File: src/rtl/mb8_pkg.sv
// mb8_pkg: shared types and constants for stages hung off the mb8 Booth multiplier
package mb8_pkg;
  typedef enum logic [1:0] {IDLE, ACC, DONE} state_e;
  localparam int PW_D = 16;
  localparam int AW_D = 32;
  localparam int LAT_D = 2;
  localparam int CW_D = 8;
  function automatic logic signed [63:0] SAT_MAX(input int aw);
    return (64'sd1 <<< (aw - 1)) - 64'sd1;
  endfunction
  function automatic logic signed [63:0] SAT_MIN(input int aw);
    return -(64'sd1 <<< (aw - 1));
  endfunction
endpackage

File: src/rtl/mb8_sb_delay.sv
// mb8_sb_delay: LAT-deep 2-bit sideband shift register, aligns valid/last with the product
module mb8_sb_delay #(
  parameter int LAT = 2
) (
  input  logic       clk_i,
  input  logic       rst_ni,
  input  logic [1:0] d_i,
  output logic [1:0] q_o
);
  logic [1:0] sr_q [LAT];
  always_ff @(posedge clk_i or negedge rst_ni) begin
    if (!rst_ni) begin
      for (int i = 0; i < LAT; i++) sr_q[i] <= '0;
    end else begin
      sr_q[0] <= d_i;
      for (int i = 1; i < LAT; i++) sr_q[i] <= sr_q[i-1];
    end
  end
  assign q_o = sr_q[LAT-1];
endmodule

File: src/rtl/mb8_acc_td.sv
// mb8_acc_td: accumulates the multiplier product stream into a per-burst dot product
// and presents the sum, beat count and overflow flag on a valid/ready port.
module mb8_acc_td
  import mb8_pkg::*;
#(
  parameter int PW  = PW_D,
  parameter int AW  = AW_D,
  parameter int LAT = LAT_D,
  parameter int CW  = CW_D,
  parameter bit SAT = 1'b1
) (
  input  logic          CLK,
  input  logic          RST,
  input  logic          in_valid,
  input  logic          in_last,
  output logic          in_ready,
  input  logic [PW-1:0] product,
  output logic          res_valid,
  input  logic          res_ready,
  output logic [AW-1:0] res_data,
  output logic [CW-1:0] res_count,
  output logic          res_ovf
);
  localparam logic [AW-1:0] MAXV = AW'(SAT_MAX(AW));
  localparam logic [AW-1:0] MINV = AW'(SAT_MIN(AW));
  state_e        state_q, state_d;
  logic [AW-1:0] acc_q, acc_d, res_data_q;
  logic [CW-1:0] cnt_q, cnt_d, res_count_q;
  logic          ovf_q, ovf_d, res_ovf_q, rdy_q, rdy_d;
  logic          beat, a_valid, a_last, of;
  logic [AW:0]   sum;
  logic [AW-1:0] nxt;
  assign beat = in_valid & rdy_q;
  mb8_sb_delay #(.LAT(LAT)) u_dly (
    .clk_i (CLK),
    .rst_ni(RST),
    .d_i   ({beat, beat & in_last}),
    .q_o   ({a_valid, a_last})
  );
  // acc/cnt/ovf are zero whenever IDLE, so the first beat needs no separate load path
  assign sum = {acc_q[AW-1], acc_q} + {{(AW + 1 - PW){product[PW-1]}}, product};
  assign of  = sum[AW] ^ sum[AW-1];
  assign nxt = (SAT && of) ? (sum[AW] ? MINV : MAXV) : sum[AW-1:0];
  always_comb begin
    state_d = state_q;
    acc_d   = acc_q;
    cnt_d   = cnt_q;
    ovf_d   = ovf_q;
    rdy_d   = (beat && in_last) ? 1'b0 : (res_valid && res_ready) ? 1'b1 : rdy_q;
    if (state_q == DONE) begin
      if (res_ready) begin
        state_d = IDLE;
        acc_d   = '0;
        cnt_d   = '0;
        ovf_d   = 1'b0;
      end
    end else if (a_valid) begin
      acc_d   = nxt;
      cnt_d   = cnt_q + CW'(1);
      ovf_d   = ovf_q | of;
      state_d = a_last ? DONE : ACC;
    end
  end
  always_ff @(posedge CLK or negedge RST) begin
    if (!RST) begin
      state_q     <= IDLE;
      acc_q       <= '0;
      cnt_q       <= '0;
      ovf_q       <= 1'b0;
      rdy_q       <= 1'b1;
      res_data_q  <= '0;
      res_count_q <= '0;
      res_ovf_q   <= 1'b0;
    end else begin
      state_q <= state_d;
      acc_q   <= acc_d;
      cnt_q   <= cnt_d;
      ovf_q   <= ovf_d;
      rdy_q   <= rdy_d;
      if (state_q != DONE && state_d == DONE) begin
        res_data_q  <= acc_d;
        res_count_q <= cnt_d;
        res_ovf_q   <= ovf_d;
      end
    end
  end
  assign in_ready  = rdy_q;
  assign res_valid = (state_q == DONE);
  assign res_data  = res_data_q;
  assign res_count = res_count_q;
  assign res_ovf   = res_ovf_q;
endmodule

File: config.mk
export PLATFORM = sky130hd
export DESIGN_NAME = mb8_acc_td
export DESIGN_NICKNAME = d
export VERILOG_FILES = /design/src/rtl/mb8_pkg.sv /design/src/rtl/mb8_sb_delay.sv /design/src/rtl/mb8_acc_td.sv
export SDC_FILE = /design/constraint.sdc
export NUM_CORES = 1
export LEC_CHECK = 0
export BUFFER_PORTS_ARGS = -buffer_cell sky130_fd_sc_hd__buf_2
export CORE_MARGIN = 3
export CORE_UTILIZATION = 59
export CTS_CLUSTER_DIAMETER = 200
export DETAILED_ROUTE_END_ITERATION = 8
export GPL_ROUTABILITY_DRIVEN = 1
export GPL_TIMING_DRIVEN = 0
export PLACE_DENSITY = 0.82
export SETUP_SLACK_MARGIN = 0.4
export SLEW_MARGIN = 40
export SYNTH_ARGS = -nofsm -noshare
export SYNTH_HDL_FRONTEND = slang
export SYNTH_HIERARCHICAL = 1
export SYNTH_SLANG_ARGS = --single-unit
File: constraint.sdc
create_clock -name CLK -period 3.41 [get_ports CLK]
set_input_delay 0.682 -clock CLK [delete_from_list [all_inputs] [get_ports CLK]]
set_output_delay 0.682 -clock CLK [all_outputs]
set_load 0.01 [all_outputs]
; ---- Word-level counts from Yosys, hierarchy flattened
; Cells that the tools add are included.
[totals]
input_bits = 21
ramBits = 0
memories = 0
latchBits = 0
rom_bits = 0
wordCells = 40
output_inout_bits = 43
register_bits = 89
[classes]
n_lt_le_gt_ge = 0
multipliers = 0
eq_ne = 3
n_bitwise = 4
add_sub_neg = 2
n_mux = 17
shifts = 0
div = 0
n_reduce_logical = 4
[ops]
columns = cell, count
row1 = 32-bit two-way mux, 5
row2 = 32-bit by 16-bit adder with 33-bit output, 1
row3 = 8-bit two-way mux, 3
row4 = 8-bit by 1-bit adder with 8-bit output (second input constant), 1
row5 = 2-bit two-way mux, 4
row6 = 1-bit two-way mux, 5
row7 = 2-bit == test (second input constant), 2
row8 = 1-bit logical AND, 3
row9 = 1-bit AND, 2
row10 = 2-bit != test (second input constant), 1
row11 = 2-bit nonzero test, 1
row12 = 1-bit OR, 1
row13 = 1-bit XOR, 1

; ---- Logic depth before layout (Yosys ltp)
[depth]
ltp_word = 5
ltp_mapped = 13
depth_no_buf = 12

; ---- Cells and area by module
; The synthesis kept the hierarchy.
[by_module_without_submodules]
columns = module, seq_area_each_um2, area_per_inst_um2, cells_per_inst, n_inst
row1 = mb8_acc_td, 2128.3, 5185.0, 586, 1
row2 = mb8_sb_delay, 100.1, 115.1, 6, 1

; ---- Worst setup path after synthesis
; No wires, ideal clock.
[synth_path]
kind = input to register
start = in product[0]
end = reg res_data_q[30] (netlist: res_data[30])
path_slack_ps = -79
setup_ps = 74
cell_stages = 12
t_required_ps = 3336
path_buffers = 0
arrival_ps = 3415
cell_sequence = ha_1 > inv_1 > fa_1 > and2b_1 > o2111ai_1 > a211oi_1 > nor2_1 > o311ai_0 > o211ai_1 > o2111a_1 > or4_4 > a21oi_2
[synth_via]
elab_chain_len = 5
word_cells_on_any_way = 6
cone_classes = 1 x add/sub / 4 x mux / 1 x bitwise
[synth_rtl]
columns = element, line
row1 = "start, declared", mb8_acc_td.sv:17  ; input logic [PW-1:0] product,
row2 = 32-bit by 16-bit adder with 33-bit output (*), mb8_acc_td.sv:41  ; assign sum = {acc_q[AW-1], acc_q} + {{(AW + 1 - PW){product[PW-1]}}, product};
row3 = 32-bit two-way mux / 1-bit XOR (equally long branches), "mb8_acc_td.sv:43, mb8_acc_td.sv:42"
row4 = 32-bit two-way mux (*), mb8_acc_td.sv:43  ; assign nxt = (SAT && of) ? (sum[AW] ? MINV : MAXV) : sum[AW-1:0];
row5 = 32-bit two-way mux (*), mb8_acc_td.sv:57  ; end else if (a_valid) begin
row6 = 32-bit two-way mux (*), mb8_acc_td.sv:50  ; if (state_q == DONE) begin
row7 = "end signal, assigned", mb8_acc_td.sv:71  ; res_data_q <= '0;
row8 = "end signal, assigned", mb8_acc_td.sv:81  ; res_data_q <= acc_d;
row9 = "end, declared", mb8_acc_td.sv:27  ; logic [AW-1:0] acc_q, acc_d, res_data_q;
; Every way passes the cells marked *; elsewhere a longest branch is shown, timed or not.
; A chain may end at the register's enable or synchronous reset.

; ---- Worst setup path in the final report
[layout_path]
start = reg acc_q[0]
end = reg acc_q[30]
[layout_via]
elab_chain_len = 5
word_cells_on_any_way = 6
cone_classes = 1 x add/sub / 4 x mux / 1 x bitwise
[layout_rtl]
columns = element, line
row1 = "start, declared", mb8_acc_td.sv:27
row2 = "start signal, assigned", mb8_acc_td.sv:67  ; acc_q <= '0;
row3 = "start signal, assigned", mb8_acc_td.sv:76  ; acc_q <= acc_d;
row4 = 32-bit by 16-bit adder with 33-bit output (*), mb8_acc_td.sv:41
row5 = 32-bit two-way mux / 1-bit XOR (equally long branches), "mb8_acc_td.sv:43, mb8_acc_td.sv:42"
row6 = 32-bit two-way mux (*), mb8_acc_td.sv:43
row7 = 32-bit two-way mux (*), mb8_acc_td.sv:57
row8 = 32-bit two-way mux (*), mb8_acc_td.sv:50
row9 = net acc_d[30], mb8_acc_td.sv:27
; The timed path passes the listed nets; every way through them passes the cells marked *.

==> reports/metrics.yaml <==
setup_path:
  end_kind: "flop"
  critPathSlowestCell: "or4_4"
  critPathMaxFanout: 2
  cp.buffers_inverters: 1
  critPathLaunchType: "flop"
  cpPeakStageDelay_ns: 0.55
  crit_family: "compound AO/OA/AOI/OAI gates"
  critical_path.cell_chain: "ha_4 > inv_2 > fa_2 > and2b_1 > o2111ai_2 > a211oi_4 > nor2_2 > o311ai_1 > o211ai_1 > o2111a_1 > or4_4 > a21oi_2"
  worstPathArrival_ns: 3.58
  cp.required_ns: 3.72
  reg2reg_slack_ns: 0.14
  worstSetupPathType: "reg2reg"
cells_and_area:
  fillers: 528
  syn_to_final_growth_pct: 29.9
  antenna_cells: 0
  layout-drive-gt1-share_pct: 32.9
  final-seq-area_um2: 2230
  fin_nets: 749
  multiInputGateArea_um2: 3400
floorplanning:
  fp.dieH_um: 101
  rows: 33
  dieArea_um2: 10200
  coreArea_um2: 8460
  start_util_pct: 62.6
  fp.dieW_um: 101
  io-pin-count: 64
logic_synthesis:
  synth_seq_area_share_pct: 42.0
  synth_area_per_cell_um2: 8.95
  synth_top_family_by_area: "compound AO/OA/AOI/OAI gates"
  yosys.area_share.adder_pct: 8.17
  synth_compound_area_share_pct: 25.4
  synth-edff-count: 0
  synth_flop_cell: "dfrtp_1"
  ys_types: 63
  synth.largest_area_cell: "dfrtp_1"
  synth.area.top_cells: "dfrtp_1 (42%), a21oi_1 (7.9%), ha_1 (7.8%)"
  yosys.area_share.simple_pct: 15.3
  synthMuxAreaShare_pct: 1.46
  yosysTopAreaCellShare_pct: 41.5
  yosysWarnings: 6
  syn_inst: 592
  async_flop_share_pct: 100
  synth_area_um2: 5300
  synth_nets: 647
  synthXorXnorAreaFrac_pct: 4.30
  ys_seq_elements: 89
grt:
  grt.total_usage_pct: 33.2
  grt_pass1_wl_mm: 26.0
  grt_max_degree: 48
  gr-total-overflow: 0
  antenna_found_initial: 0
  grt_pass1_vias: 5052
routing:
  wirelength_mm: 16.7
  vias: 5194
  drc: 0
  vias_per_cell: 6.46
  drt_first_iter_violations: 472
  drtAntennaViolNets: 0
  drt_first_pass_iters: 6
  wl_per_cell_um: 20.8
run_status:
  status: "completed"
power_and_ir_drop:
  seqPwrFrac_pct: 23.1
  switching_power_mw: 3.53
  clkPwrFrac_pct: 10.7
  leakage_nw: 2.98
  swShare_pct: 46.9
  power_frac_comb_pct: 66.2
  peakVddDrop_mv: 0.572
  power.density_nw_per_um2: 1090
  intPower_mw: 4.00
  p_total_mw: 7.53
timing:
  fin_crit_sh_pct: 95.8
  drv_slew: 0
  period_needed_ns: 3.27
  setup_viol: 0
  finClkSkew_ns: 0.0124
  hold_viol_final: 0
  fmax_ghz: 0.306
  slew_headroom_pct: 55.3
  fin_ws_ns: 0.143
  worstMarginPinSlew_ns: 0.670
  rsz0062_at_grt: "true"
clock_tree:
  cts_hold_buf: 0
  clock_latency_ns: 0.38
  clkTransAtPathRegs_ns: 0.11
  ctsHtreeMaxLevel: 3
  cts_tree: "done"
  cts_root_buffer: "clkbuf_8"
  cts_buffers: 9
  clock_sinks: 89
  clk_path_buf_depth: 2
placement:
  gp_congestion: 0.956
  dp_hpwl_mm: 10.6
  place.port_buffers: 63
  pre_cts_ws_ns: -0.657
worst_hold_path:
  holdCritPathClass: "in2async"
job:
  drv_cap: 0
## layout by cell type (no fill, tap or decap), types with 10 or more instances in the layout
master    instances
clkbuf_8         12
dfrtp_1          87
xnor2_1          14
a21oi_1          53
clkbuf_1         14
buf_4            22
nor2_1           40
nand2_1          66
o21ai_0          35
xor2_1           12
inv_1            10
buf_2            61
nand2_4          12
ha_1             24
nand3_1          11
a21o_1           12
a21oi_2          32
## through the flow
stage | cells | setup TNS [ns] | utilization [%] | cell area (µm²) | hold slack [ns]
floorplan | 592 | 0 | - | 5450 | 0.331
global placement | 760 | -25.70 | 69.7 | 5900 | 0.335
detailed placement | 761 | -31.03 | 70.1 | 5930 | 0.337
CTS | 798 | 0 | 79.9 | 6760 | 0.214
global route | 804 | 0 | 81.3 | 6890 | 0.226
finish | 804 | 0 | 81.3 | 6890 | 0.212
## sequential cells by signal, summed over array words and instances, names as in the netlist
register and cells:
acc_q 32, cnt_q 8, in_ready 1, ovf_q 1, res_count 8, res_data 32
res_ovf 1, state_q 2, u_dly/q_o 2, u_dly/sr_q 2
## power groups by stage
stage | registers, mW | clock network (mW) | logic, mW
floorplan | 1.76 | 0 | 2.54
global placement | 1.73 | 0 | 3.40
detailed placement | 1.74 | 0 | 3.51
CTS | 1.73 | 0.812 | 4.60
global route | 1.78 | 0.853 | 5.30
finish | 1.74 | 0.807 | 4.98
## area by class of cell
type	count	share of cell area (%)
Buffer	32	3.67
Clock inverter	7	1.22
Tap cell	105	1.91
Clock buffer	9	1.80
Timing Repair Buffer	91	9.05
Sequential cell	89	32.4
Multi-Input combinational cell	460	49.4
Inverter	11	0.600
## timing repair
| item | CTS | global route |
|---|---|---|
| pin swaps | 32 | 7 |
| gates cloned | 6 | 0 |
| setup endpoints to repair | 64 | 65 |
| resized for setup | 118 | 20 |
| setup buffers | 15 | 6 |
## layer usage
layer | routed length [µm] | vias to the layer above | GRT usage, % | share of wire, %
met1 | 6590 | 2498 | 43.7 | 39
met3 | 1440 | 66 | 6.64 | 8.6
met5 | 0 | - | 0 | 0
met4 | 678 | 0 | 14.1 | 4.1
li1 | - | 2342 | - | -
met2 | 8020 | 288 | 53.3 | 48
## cells by family (layout without fill, tap and decap cells)
family                     Yosys count  in the layout
AOI/OAI and AO/OA                  213            213
and+or+nand+nor                    180            180
DFF                                 89             89
buffers and inverters               43            150
adders and majority gates           34             34
xor gates and xnor gates            26             26
muxes                                7              7
## cells in the mapped netlist, types with 3 or more instances
cell      count
dfrtp_1      88
a21oi_1      84
nand2_1      82
nor2_1       44
o21ai_0      40
ha_1         33
clkbuf_1     25
xnor2_1      14
a21o_1       12
xor2_1       12
inv_1        11
nand3_1      11
and2_1        9
o21a_1        9
nand4_1       7
o21bai_1      7
mux2_2        6
o31ai_1       6
and3_1        5
nand3b_1      5
a211oi_1      4
a21boi_0      4
nand2b_1      4
o211ai_1      4
o21ai_1       4
o221a_2       4
a21oi_2       3
a31oi_1       3
buf_2         3
buf_4         3
o22a_1        3
o41ai_1       3
## final timing paths
path	startpoint	endpoint	depth (start not counted)
max	acc_q[0]$_DFF_PN0_	acc_q[30]$_DFF_PN0_	12
min	RST	res_data[17]$_DFFE_PN0P_	1
max reg2reg	acc_q[0]$_DFF_PN0_	acc_q[30]$_DFF_PN0_	12
min reg2reg	u_dly/sr_q[2]$_DFF_PN0_	u_dly/q_o[0]$_DFF_PN0_	0
max in group asynchronous	RST	in_ready$_DFFE_PN1P_	2
min in group CLK	u_dly/sr_q[2]$_DFF_PN0_	u_dly/q_o[0]$_DFF_PN0_	0
Power figures use the tool's default switching activity.
